$ cat config.mk
export PLATFORM = sky130hd
export DESIGN_NAME = red_pitaya_pwm_dac_n_flat
export DESIGN_NICKNAME = d
export VERILOG_FILES = /design/src/rtl/red_pitaya_pwm_dac_n_if.sv /design/src/rtl/red_pitaya_pwm_dac_n.sv /design/src/flat_wrapper.sv
export SDC_FILE = /design/constraint.sdc
export NUM_CORES = 1
export LEC_CHECK = 0
export ABC_AREA = 1
export BUFFER_PORTS_ARGS = -buffer_cell sky130_fd_sc_hd__buf_2
export CAP_MARGIN = 20
export CORE_MARGIN = 3
export CORE_UTILIZATION = 63
export CTS_CLUSTER_SIZE = 16
export DETAILED_ROUTE_END_ITERATION = 10
export PLACE_DENSITY = 0.83
export SLEW_MARGIN = 10
export SYNTH_ARGS = -nofsm -noshare
export SYNTH_HDL_FRONTEND = slang
export SYNTH_SLANG_ARGS = --single-unit
$ cat constraint.sdc
create_clock -name clk_i -period 5.4 [get_ports clk_i]
set_clock_uncertainty 0.15 [all_clocks]
set_input_delay 1.08 -clock clk_i [delete_from_list [all_inputs] [get_ports clk_i]]
set_output_delay 1.08 -clock clk_i [all_outputs]
set_load 0.1 [all_outputs]
$ cat src/rtl/red_pitaya_pwm_dac_n_if.sv
// System-bus port bundle for the N-channel PWM DAC register bank.
interface red_pitaya_pwm_dac_n_if;
    logic [31:0] sys_addr;
    logic [31:0] sys_wdata;
    logic        sys_wen;
    logic        sys_ren;
    logic [31:0] sys_rdata;
    logic        sys_err;
    logic        sys_ack;

    modport master (
        output sys_addr, sys_wdata, sys_wen, sys_ren,
        input  sys_rdata, sys_err, sys_ack
    );

    modport slave (
        input  sys_addr, sys_wdata, sys_wen, sys_ren,
        output sys_rdata, sys_err, sys_ack
    );
endinterface

$ cat src/rtl/red_pitaya_pwm_dac_n.sv
// N-channel PWM DAC: programmable frame period, per-channel duty targets with
// a once-per-frame slew limiter, and a single-cycle-ack register bank.
module red_pitaya_pwm_dac_n #(
    parameter int          CHN      = 4,
    parameter int          PW       = 8,
    parameter int unsigned RST_DUTY = 0
) (
    input  logic                  clk_i,
    input  logic                  rst_i,
    output logic [CHN-1:0]        pwm_o,
    output logic                  frame_o,
    red_pitaya_pwm_dac_n_if.slave sys
);
    localparam logic [PW-1:0] DUTY0 = PW'(RST_DUTY);

    logic [PW-1:0]  r_cnt, r_period_r, r_period_a, r_step;
    logic [CHN-1:0] r_en, r_pwm;
    logic [PW-1:0]  r_tgt [CHN];
    logic [PW-1:0]  r_cur [CHN];
    logic           r_frame, r_ack, r_err;
    logic [31:0]    r_rdata;

    logic           w_boundary;
    logic [PW-1:0]  w_cnt_next;
    logic [PW-1:0]  w_cur_next [CHN];
    logic [CHN-1:0] w_status;
    logic [19:0]    w_addr;
    logic           w_access, w_hit, w_ro, w_err, w_wr;
    logic           w_dec_ctrl, w_dec_period, w_dec_step;
    logic [CHN-1:0] w_dec_tgt;
    logic [31:0]    w_rd;
    logic           w_unused;

    // One slew step toward tgt, computed one bit wider so the distance never wraps.
    function automatic logic [PW-1:0] f_slew(input logic [PW-1:0] cur,
                                             input logic [PW-1:0] tgt,
                                             input logic [PW-1:0] step);
        logic [PW:0] diff;
        if (step == '0) return tgt;
        if (tgt > cur) begin
            diff = {1'b0, tgt} - {1'b0, cur};
            return (diff > {1'b0, step}) ? cur + step : tgt;
        end
        diff = {1'b0, cur} - {1'b0, tgt};
        return (diff > {1'b0, step}) ? cur - step : tgt;
    endfunction

    assign w_boundary = (r_cnt == r_period_a);
    assign w_cnt_next = w_boundary ? '0 : r_cnt + 1'b1;

    always_comb begin
        // NOTE: defaults first, so no branch leaves a bit unassigned and no latch appears.
        w_status = '0;
        for (int n = 0; n < CHN; n++) begin
            w_cur_next[n] = w_boundary ? f_slew(r_cur[n], r_tgt[n], r_step) : r_cur[n];
            w_status[n]   = (r_cur[n] != r_tgt[n]);
        end
    end

    assign w_addr   = sys.sys_addr[19:0];
    assign w_access = sys.sys_wen | sys.sys_ren;

    always_comb begin
        w_dec_ctrl   = (w_addr == 20'h00000);
        w_dec_period = (w_addr == 20'h00004);
        w_dec_step   = (w_addr == 20'h00008);
        w_hit        = w_dec_ctrl | w_dec_period | w_dec_step;
        w_ro         = 1'b0;
        w_dec_tgt    = '0;
        w_rd         = '0;
        if (w_dec_ctrl)   w_rd = 32'(r_en);
        if (w_dec_period) w_rd = 32'(r_period_r);
        if (w_dec_step)   w_rd = 32'(r_step);
        if (w_addr == 20'h0000C) begin
            w_hit = 1'b1;
            w_ro  = 1'b1;
            w_rd  = 32'(w_status);
        end
        for (int n = 0; n < CHN; n++) begin
            if (w_addr == 20'(32'h20 + 4 * n)) begin
                w_dec_tgt[n] = 1'b1;
                w_hit        = 1'b1;
                w_rd         = 32'(r_tgt[n]);
            end
            if (w_addr == 20'(32'h40 + 4 * n)) begin
                w_hit = 1'b1;
                w_ro  = 1'b1;
                w_rd  = 32'(r_cur[n]);
            end
        end
        w_err = w_access & (~w_hit | (sys.sys_wen & w_ro));
        w_wr  = sys.sys_wen & ~w_err;
    end

    // Frame counter, slewed duty and registered PWM compare share the frame timing.
    always_ff @(posedge clk_i or posedge rst_i) begin
        if (rst_i) begin
            r_cnt      <= '0;
            r_period_a <= '1;
            r_frame    <= 1'b0;
            r_pwm      <= '0;
            // NOTE: the duty arrays are ordinary per-channel flops, not a RAM, so they take the async reset too.
            for (int n = 0; n < CHN; n++) r_cur[n] <= DUTY0;
        end else begin
            // NOTE: non-blocking throughout, so every register sees pre-edge values of its neighbours.
            r_cnt   <= w_cnt_next;
            r_frame <= w_boundary;
            if (w_boundary) r_period_a <= r_period_r;
            for (int n = 0; n < CHN; n++) begin
                r_cur[n] <= w_cur_next[n];
                r_pwm[n] <= r_en[n] & (w_cnt_next < w_cur_next[n]);
            end
        end
    end

    always_ff @(posedge clk_i or posedge rst_i) begin
        if (rst_i) begin
            r_period_r <= '1;
            r_step     <= '0;
            r_en       <= '1;
            r_ack      <= 1'b0;
            r_err      <= 1'b0;
            r_rdata    <= '0;
            for (int n = 0; n < CHN; n++) r_tgt[n] <= DUTY0;
        end else begin
            r_ack   <= w_access;
            r_err   <= w_err;
            r_rdata <= (w_access & ~w_err) ? w_rd : '0;
            if (w_wr & w_dec_ctrl)   r_en       <= sys.sys_wdata[CHN-1:0];
            if (w_wr & w_dec_period) r_period_r <= sys.sys_wdata[PW-1:0];
            if (w_wr & w_dec_step)   r_step     <= sys.sys_wdata[PW-1:0];
            for (int n = 0; n < CHN; n++) begin
                if (w_wr & w_dec_tgt[n]) r_tgt[n] <= sys.sys_wdata[PW-1:0];
            end
        end
    end

    assign pwm_o         = r_pwm;
    assign frame_o       = r_frame;
    assign sys.sys_ack   = r_ack;
    assign sys.sys_err   = r_err;
    assign sys.sys_rdata = r_rdata;

    assign w_unused = ^{sys.sys_addr[31:20], sys.sys_wdata};
endmodule
$ cat src/flat_wrapper.sv
// flat-port wrapper written by rule: the top's interface ports become plain ports
module red_pitaya_pwm_dac_n_flat 
#(
    parameter int          CHN      = 4,
    parameter int          PW       = 8,
    parameter int unsigned RST_DUTY = 0
)
  (clk_i, rst_i, pwm_o, frame_o, sys_sys_addr, sys_sys_wdata, sys_sys_wen, sys_sys_ren, sys_sys_rdata, sys_sys_err, sys_sys_ack);
  red_pitaya_pwm_dac_n_if sys_i ();
  input  logic clk_i;
  input  logic rst_i;
  output logic [CHN-1:0] pwm_o;
  output logic frame_o;
  input wire logic [$bits(sys_i.sys_addr)-1:0] sys_sys_addr;
  input wire logic [$bits(sys_i.sys_wdata)-1:0] sys_sys_wdata;
  input wire logic [$bits(sys_i.sys_wen)-1:0] sys_sys_wen;
  input wire logic [$bits(sys_i.sys_ren)-1:0] sys_sys_ren;
  output wire logic [$bits(sys_i.sys_rdata)-1:0] sys_sys_rdata;
  output wire logic [$bits(sys_i.sys_err)-1:0] sys_sys_err;
  output wire logic [$bits(sys_i.sys_ack)-1:0] sys_sys_ack;
  assign sys_i.sys_addr = sys_sys_addr;
  assign sys_i.sys_wdata = sys_sys_wdata;
  assign sys_i.sys_wen = sys_sys_wen;
  assign sys_i.sys_ren = sys_sys_ren;
  assign sys_sys_rdata = sys_i.sys_rdata;
  assign sys_sys_err = sys_i.sys_err;
  assign sys_sys_ack = sys_i.sys_ack;
  red_pitaya_pwm_dac_n #(.CHN(CHN), .PW(PW), .RST_DUTY(RST_DUTY)) u_core (.clk_i(clk_i), .rst_i(rst_i), .pwm_o(pwm_o), .frame_o(frame_o), .sys(sys_i));
endmodule
### Yosys cells after proc, flatten, opt, wreduce, memory -nomap -nowiden

Index checks and enable logic that the tools add are counted.

| word-level totals | value |
|---|---|
| input bits | 68 |
| flip-flop bits (word level) | 139 |
| logic and storage cells | 159 |

| operators by class | value |
|---|---|
| bitwise gates (word level) | 21 |
| magnitude comparators | 16 |
| reduce and logical (&&, ||, !) cells | 2 |
| multiplexer cells | 69 |
| eq/ne operators | 16 |
| add/subtract/negate cells | 17 |

Operators with widths:

| operator | number |
|---|---|
| $mux 8 | 41 |
| $eq 20x6->1 const B | 4 |
| $eq 20x7->1 const B | 4 |
| $gt 9x8->1 | 8 |
| $sub 8x8->9 | 8 |
| $eq 20x4->1 const B | 2 |
| $add 8x8->8 | 4 |
| $gt 8x8->1 | 4 |
| $lt 8x8->1 | 4 |
| $ne 8x8->1 | 4 |
| $sub 8x8->8 | 4 |
| $mux 1 | 27 |
| $eq 20x3->1 const B | 1 |
| $logic_not 20->1 | 1 |
| $and 1x1->1 | 15 |
| $add 8x1->8 const B | 1 |
| $eq 8x8->1 | 1 |
| $logic_not 8->1 | 1 |
| $mux 4 | 1 |
| $or 1x1->1 | 4 |
| $not 1->1 | 2 |

### Longest topological paths before layout

Gate-level depths: netlist of run 1.

| depth | value |
|---|---|
| depth after elaboration | 18 |
| mapped depth | 32 |
| depth with buffers taken out | 31 |

### Worst setup path after synthesis of run 1

No wires, ideal clock.

| timing path | value |
|---|---|
| path kind | register to register |
| from | register u_core.r_cur[0] in the netlist's numbering |
| to | register u_core.r_pwm[3] (netlist: u_core.pwm_o[3]) |
| data required time | 5.173 ns |
| cell stages (with the launch flop) | 29 |
| arrival time | 3.587 ns |
| library setup time | 0.077 ns |
| setup slack | 1.586 ns |
| cell sequence | dfrtp_1 -> inv_1 -> ha_1 -> inv_1 -> fa_1 -> nand2_1 -> nand2_1 -> xor2_1 -> ha_1 -> nand2_1 -> nor2_1 -> nand2_1 -> nand3_1 -> nand2_1 -> nand2_1 -> nand2_1 -> nand2_1 -> nand2_1 -> nand2_1 -> clkbuf_1 -> a31oi_1 -> o21ai_0 -> nand3_1 -> a22oi_1 -> inv_1 -> ha_1 -> a21oi_1 -> nand2_1 -> a21oi_1 |

RTL lines:

| element | line | text |
|---|---|---|
| start, declared | red_pitaya_pwm_dac_n.sv:19 | `logic [PW-1:0] r_cur [CHN];` |
| start signal, assigned by index | red_pitaya_pwm_dac_n.sv:110 | `r_cur[n] <= w_cur_next[n];` |
| end signal, assigned by index | red_pitaya_pwm_dac_n.sv:111 | `r_pwm[n] <= r_en[n] & (w_cnt_next < w_cur_next[n]);` |
| end, declared | red_pitaya_pwm_dac_n.sv:17 | `logic [CHN-1:0] r_en, r_pwm;` |

### Final worst setup path of run 1

| timing path | value |
|---|---|
| from | register u_core.r_tgt[8] in the netlist's numbering |
| to | register u_core.r_pwm[2] (netlist: u_core.pwm_o[2]) |

| on the way | value |
|---|---|
| cells in the longest elaborated chain, start to end | 9 |
| elaborated cells between the ends (all ways) | 16 |

Ends and longest elaborated chain:

| element | line | text |
|---|---|---|
| start, declared | red_pitaya_pwm_dac_n.sv:18 | `logic [PW-1:0] r_tgt [CHN];` |
| start signal, assigned by index | red_pitaya_pwm_dac_n.sv:133 | `if (w_wr & w_dec_tgt[n]) r_tgt[n] <= sys.sys_wdata[PW-1:0];` |
| $sub 8x8->9 | red_pitaya_pwm_dac_n.sv:41 | `diff = {1'b0, tgt} - {1'b0, cur};` |
| $gt 9x8->1 | red_pitaya_pwm_dac_n.sv:42 | `return (diff > {1'b0, step}) ? cur + step : tgt;` |
| $mux 8 | red_pitaya_pwm_dac_n.sv:42 |  |
| $mux 8 | red_pitaya_pwm_dac_n.sv:40 | `if (tgt > cur) begin` |
| $mux 8 | red_pitaya_pwm_dac_n.sv:44 | `diff = {1'b0, cur} - {1'b0, tgt};` |
| $mux 8 (*) | red_pitaya_pwm_dac_n.sv:40 |  |
| $mux 8 (*) | red_pitaya_pwm_dac_n.sv:55 | `w_cur_next[n] = w_boundary ? f_slew(r_cur[n], r_tgt[n], r_step) : r_cur[n];` |
| $lt 8x8->1 (*) | red_pitaya_pwm_dac_n.sv:111 |  |
| $and 1x1->1 (*) | red_pitaya_pwm_dac_n.sv:111 |  |

Every way passes the cells marked *; elsewhere a longest branch is shown, timed or not. The select of a mux whose other input is x is not followed.
A chain may end at the register's enable or synchronous reset.

==> out/results.txt, run 1 <==
Post-synth EDFFs: 0
ys async rst share: 100%
total setup buffers inserted after CTS: 0
Max Clk Rate: 0.210 GHz
hold_buf cts: 0
Cell Area, Synth: 13800 um2
wirelength, routed: 41300 um
initial antenna violation count: 0
Residual DRC: 0
Crit Path Class: flop to flop
share of cells above drive strength 1: 8.48%
clock buffer depth: 2
setup violators final: 0
die height: 154 um
area share of the largest cell type after synthesis: 19.0%
Worst Setup End Kind: flop
unrepaired setup endpoints after global routing: false
clock net sink count: 115
Pre-antenna DRT Iters: 6
leak pwr: 0.00757 uW
final worst slack: 0.627 ns
Gate Count Post-Synth: 1963
pre-CTS setup slack: 0.751 ns
# rows: 53
CTS tree: yes
Detail Route met3 WL: 3880 um
sequential-to-total area share from yosys stat: 21.1%
GPL Wtd Cong: 0.982
slowest stage delay, CP: 0.46 ns
Hold WS: 0.324 ns
area grow syn2layout: 5.76%
count leader, synth: nand2_1
Period Utilization, post-route: 88.4%
status: completed
hold crit path type: flop to flop
final hold vios: 0
DRT iter0 DRCs: 1243
TritonCTS Buffers: 17
post-CTS sizing: 0
PortBufs: 46
drt via density: 5.98
MaxCap Viol Count: 0
met2 wire length: 18600 um
Peak VDD IR: 0.214 mV
final core occ: 68.5%
Synth area leaders: ha_1, dfrtp_1, nand2_1
Die ar.: 23700 um2
number of synthesized register bits: 115
Total Nets Final: 2260
Layout Cells excl Fill: 2255
via count: 13489
Clk pin slew, worst setup/hold paths: 0.06 ns
Post-synth top cells: nand2_1, inv_1, ha_1
Crit path arrival time: 4.96 ns
Chip Width: 154 um
Placed Cells: 2223
Crit Path Max Fanout: 15
most used cell, CP: nand2_1
pwr dens: 150 nW/um2
Routed Antenna Nets: 0
# diodes: 0
initial core utilization: 64.8%
Startpoint Class: flop
HPWL Detailed: 30500 um
syn_area_per_cell: 7.02 um2
gr ovfl total: 0
CP required: 5.59 ns
clock root buffer: clkbuf_16
CTS H-tree lvls: 4
Worst-Skew Late Latency: 0.43 ns
wire length on met1: 17100 um
Yosys Warn Count: 0
I/O pin cnt: 107
ys flop type: dfrtp_1
area leader, netlist: ha_1
vias in the first global route: 12746
gr usage total: 34.5%
fin crit period: 4.77 ns
largest net degree at the start of global routing: 53
max_slew headroom: 31.6%
wire length per cell: 18.3 um
Sum Neg Setup Slack: 0 ns
Netlist cell types: 53
Final Max Tran Viols: 0
core area: 21300 um2
Top Layer Used: met4
worst slew pin tran: 1.02 ns
Crit-path slowest cell: dfrtp_1
global-route wire length before repair: 65700 um
==> power breakdown <==
part           internal [uW]  total (uW)  leakage, uW  switching, uW
clock                    741        1190     0.000284            446
sequential               864         864      0.00152          0.191
combinational           12.4         135      0.00576            122
==> critical path: cells and delay by family (launching register included) <==
kind,cells,cell delay [ns]
AND/OR/NAND/NOR,17,1.69
adder cells (fa/ha/maj),4,1.26
AO/OA/AOI/OAI,4,0.63
flip-flops,1,0.46
buffers and inverters,3,0.31
XOR/XNOR,1,0.16
==> flip-flops by register name (all words and copies together) (netlist names) <==
register / count
u_core.frame_o: 1
u_core.pwm_o: 4
u_core.r_cnt: 8
u_core.r_cur: 32
u_core.r_en: 4
u_core.r_period_a: 8
u_core.r_period_r: 8
u_core.r_step: 8
u_core.r_tgt: 32
u_core.sys.sys_ack: 1
u_core.sys.sys_err: 1
u_core.sys.sys_rdata: 8
==> worst paths after layout <==
check | endpoint | cells after the start | slack (ns) | start
hold / removal | u_core.r_period_a[1]$_DFFE_PP1P_ | 2 | 0.32 | u_core.r_period_r[1]$_DFFE_PP1P_
hold reg to reg | u_core.r_period_a[1]$_DFFE_PP1P_ | 2 | 0.32 | u_core.r_period_r[1]$_DFFE_PP1P_
max in group asynchronous | u_core.r_en[3]$_DFFE_PP1P_ | 3 | 3.51 | rst_i
setup reg to reg | u_core.pwm_o[2]$_DFF_PP0_ | 29 | 0.63 | u_core.r_tgt[8]$_DFFE_PP0P_
setup / recovery | u_core.pwm_o[2]$_DFF_PP0_ | 29 | 0.63 | u_core.r_tgt[8]$_DFFE_PP0P_
min in group asynchronous | u_core.frame_o$_DFF_PP0_ | 2 | 0.61 | rst_i
==> logic make-up after synthesis <==
| kind of cell | Yosys count | share of synthesized area [%] |
|---|---|---|
| AND/OR/NAND/NOR | 703 | 22.0 |
| AO/OA/AOI/OAI | 449 | 18.5 |
| other | 1 | 0.0272 |
| XOR/XNOR | 83 | 5.27 |
| adder cells (fa/ha/maj) | 225 | 21.3 |
| flip-flops | 115 | 21.1 |
| buffers and inverters | 387 | 11.9 |
==> cell type report <==
type                       instances  area, um2
multi-input combinational       1484       9340
fill                            1791       6700
sequential                       115       2900
inverter                         297       1120
clock buffer                      21        450
tap                              275        344
timing repair buffer              52        275
clock inverter                    11        153
==> stage by stage <==
stage | area (um2) | power, uW
after floorplan | 13900 | 995
after global placement | 14000 | 1010
after detailed placement | 14000 | 1010
after CTS | 14600 | 2190
after global routing | 14600 | 2230
final | 14600 | 2180
==> placed cells by master (no fill, tap or decap), types with 3 or more instances in the layout <==
master        n
inv_2        13
nor2_4        6
nand2_4       7
nor3_1        5
nand2_2       6
buf_2        46
o211ai_1     35
ha_1        209
bufinv_16     3
conb_1       24
dfstp_2      20
dfrtp_1      95
nand3_1     110
o21ai_2      18
nand4_1      15
a31oi_1      23
fa_1         16
o21ai_1      35
buf_4         6
xor2_1       68
nand3b_1      4
a21boi_0      4
clkbuf_16    17
nor2_1       88
inv_1       282
a21o_1        6
nor2_2        3
o21bai_1      3
clkbuf_1      3
a21oi_1     161
a22oi_1      18
o21ai_0     132
o22ai_1       3
xnor2_1      15
or2_2         9
nand2_1     443
clkinvlp_4    3
==> per-layer routing <==
metal | vias up | GRT usage, %
met5 | - | 0
met4 | 0 | 12.5
met3 | 129 | 6.70
met2 | 695 | 55.7
met1 | 6244 | 46.1
li1 | 6421 | -
Note: power is estimated with default switching activity, not from simulation.
==> inputs of run 2 (changes only) <==
CTS_BUF_LIST = sky130_fd_sc_hd__clkbuf_16   (was unset)
==> run 2 against run 1 <==
Effect of this change: sequential share of layout area about the same; final area about the same; die area did not move; largest power group unchanged; register-to-register slack about the same; worst setup slack improved by 0.0052 ns; global-route usage is essentially flat; total power decreased by 0.74%; utilization about the same; routed wire length up 0.49%; combinational power is essentially flat; highest routed layer unchanged; critical path depth unchanged.
==> out/results.txt, run 2 (synthesized netlist as in run 1, its figures left out) <==
vias in the first global route: 12753 (+0.055%)
crit path buf inv count: 3 (unchanged)
Residual DRC: 0 (unchanged)
clock net sink count: 115 (unchanged)
biggest regs: u_core.r_cur (32), u_core.r_tgt (32)
CTS H-tree lvls: 4 (unchanged)
met1 usage: 46.0% (-0.11 points)
Crit-path slowest cell: dfrtp_1
CTS tree: yes
initial core utilization: 64.8% (unchanged)
clock buffer depth: 2 (unchanged)
crit path launch: u_core.r_tgt[8]$_DFFE_PP0P_
Hold WS: 0.324 ns (+0.0000920 ns)
Crit path arrival time: 4.96 ns (about the same)
worst slew pin tran: 1.03 ns (+0.00502 ns)
wirelength, routed: 41500 um (+0.49%)
# diodes: 0 (unchanged)
Startpoint Class: flop
max_slew headroom: 31.3% (-0.34 points)
initial antenna violation count: 0 (unchanged)
leading cell type in the layout, fill and taps excluded: nand2_1
met2 usage: 55.7% (about the same)
Pre-antenna DRT Iters: 6 (unchanged)
power share of the combinational group: 6.2% (about the same)
gr ovfl total: 0 (unchanged)
DRT iter0 DRCs: 1288 (+3.6%)
area grow syn2layout: 5.69% (about the same)
Placed Cells: 2223 (unchanged)
final hold vios: 0 (unchanged)
internal power: 1600 uW (-1.2%)
switching pwr: 572 uW (+0.65%)
Crit Path Class: flop to flop
Chip Width: 154 um (unchanged)
Final Max Tran Viols: 0 (unchanged)
setup violators final: 0 (unchanged)
fin crit period: 4.77 ns (-0.00520 ns)
Clk pin slew, worst setup/hold paths: 0.06 ns (about the same)
most frequent cells in the layout: nand2_1, inv_1, ha_1
Max Clk Rate: 0.210 GHz (+0.11%)
CP required: 5.59 ns (about the same)
most used cell, CP: nand2_1
FF-to-FF Start: u_core.r_tgt[8]$_DFFE_PP0P_
global-route wire length before repair: 65800 um (about the same)
Worst Setup End Kind: flop
final core occ: 68.5% (about the same)
clock group share of total power: 54.0% (-0.3 points)
die height: 154 um (unchanged)
share of cells above drive strength 1: 8.43% (-0.051 points)
Sum Neg Setup Slack: 0 ns (unchanged)
via count: 13607 (+0.87%)
slowest stage delay, CP: 0.47 ns (about the same)
Layout Cells excl Fill: 2255 (unchanged)
HP Start: u_core.r_period_r[1]$_DFFE_PP1P_
Period Utilization, post-route: 88.3% (-0.096 points)
Peak VDD IR: 0.215 mV (+0.51%)
I/O pin cnt: 107 (unchanged)
wire length per cell: 18.4 um (+0.49%)
status: completed
pwr dens: 149 nW/um2 (-0.68%)
unrepaired setup endpoints after global routing: false
core area: 21300 um2 (unchanged)
leak pwr: 0.00758 uW (about the same)
total setup buffers inserted after CTS: 0 (unchanged)
GPL Wtd Cong: 0.982 (unchanged)
Reg power frac: 39.8% (+0.3 points)
PortBufs: 46 (unchanged)
busiest grt layer: met2
hold_buf cts: 0 (unchanged)
Design Power: 2170 uW (-0.74%)
met3 Usage GRT: 6.87% (+0.17 points)
CP top delay family: simple AND/OR/NAND/NOR gates
gr usage total: 34.5% (about the same)
drt via density: 6.03 (+0.87%)
largest net degree at the start of global routing: 53 (unchanged)
Worst-Skew Late Latency: 0.43 ns (about the same)
post-CTS sizing: 0 (unchanged)
Total Nets Final: 2260 (unchanged)
clock root buffer: clkbuf_16
Switching Fraction: 26.4% (+0.36 points)
TritonCTS Buffers: 17 (unchanged)
# rows: 53 (unchanged)
hold crit path type: flop to flop
HPWL Detailed: 30500 um (unchanged)
Die ar.: 23700 um2 (unchanged)
MaxCap Viol Count: 0 (unchanged)
Crit Path Max Fanout: 15 (unchanged)
Routed Antenna Nets: 0 (unchanged)
[run 2: final cells by class]
type                            count  area (um2)
Multi-Input combinational cell   1484        9340
Fill cell                        1794        6710
Sequential cell                   115        2900
Inverter                          297        1120
Clock buffer                       17         425
Tap cell                          275         344
Timing Repair Buffer               52         275
Clock inverter                     15         168
[run 2: power by group through the flow]
stage	combinational (uW)	sequential (uW)	clock [uW]
finish	134	864	1170
global route	141	863	1200
CTS	135	864	1170
detailed placement	135	879	0
global placement	133	879	0
floorplan	110	884	0
[run 2: worst reg2reg max path, delay by kind of cell (launching register included)]
family	cells	cell delay, ns
AND/OR/NAND/NOR	17	1.68
XOR/XNOR	1	0.16
AO/OA/AOI/OAI	4	0.62
adder cells (fa/ha/maj)	4	1.25
buffers and inverters	3	0.30
flip-flops	1	0.47
[run 2: per-stage QoR]
stage	setup slack (ns)	area [um2]
after floorplan	1.16	13900
after global placement	0.817	14000
after detailed placement	0.751	14000
after CTS	0.729	14600
after global routing	0.182	14600
final	0.632	14600
[run 2: path summary, 6_finish.rpt]
check / end / slack (ns) / cells past startpoint
setup / recovery: u_core.pwm_o[2]$_DFF_PP0_ / 0.63 / 29
hold / removal: u_core.r_period_a[1]$_DFFE_PP1P_ / 0.32 / 2
setup reg to reg: u_core.pwm_o[2]$_DFF_PP0_ / 0.63 / 29
hold reg to reg: u_core.r_period_a[1]$_DFFE_PP1P_ / 0.32 / 2
max in group asynchronous: u_core.r_en[3]$_DFFE_PP1P_ / 3.51 / 3
min in group asynchronous: u_core.frame_o$_DFF_PP0_ / 0.61 / 2
[run 2: routing by layer]
layer	vias up	routed length [um]
met4	0	1710
met5	-	0
met2	739	18700
li1	6421	-
met3	128	4190
met1	6319	16900
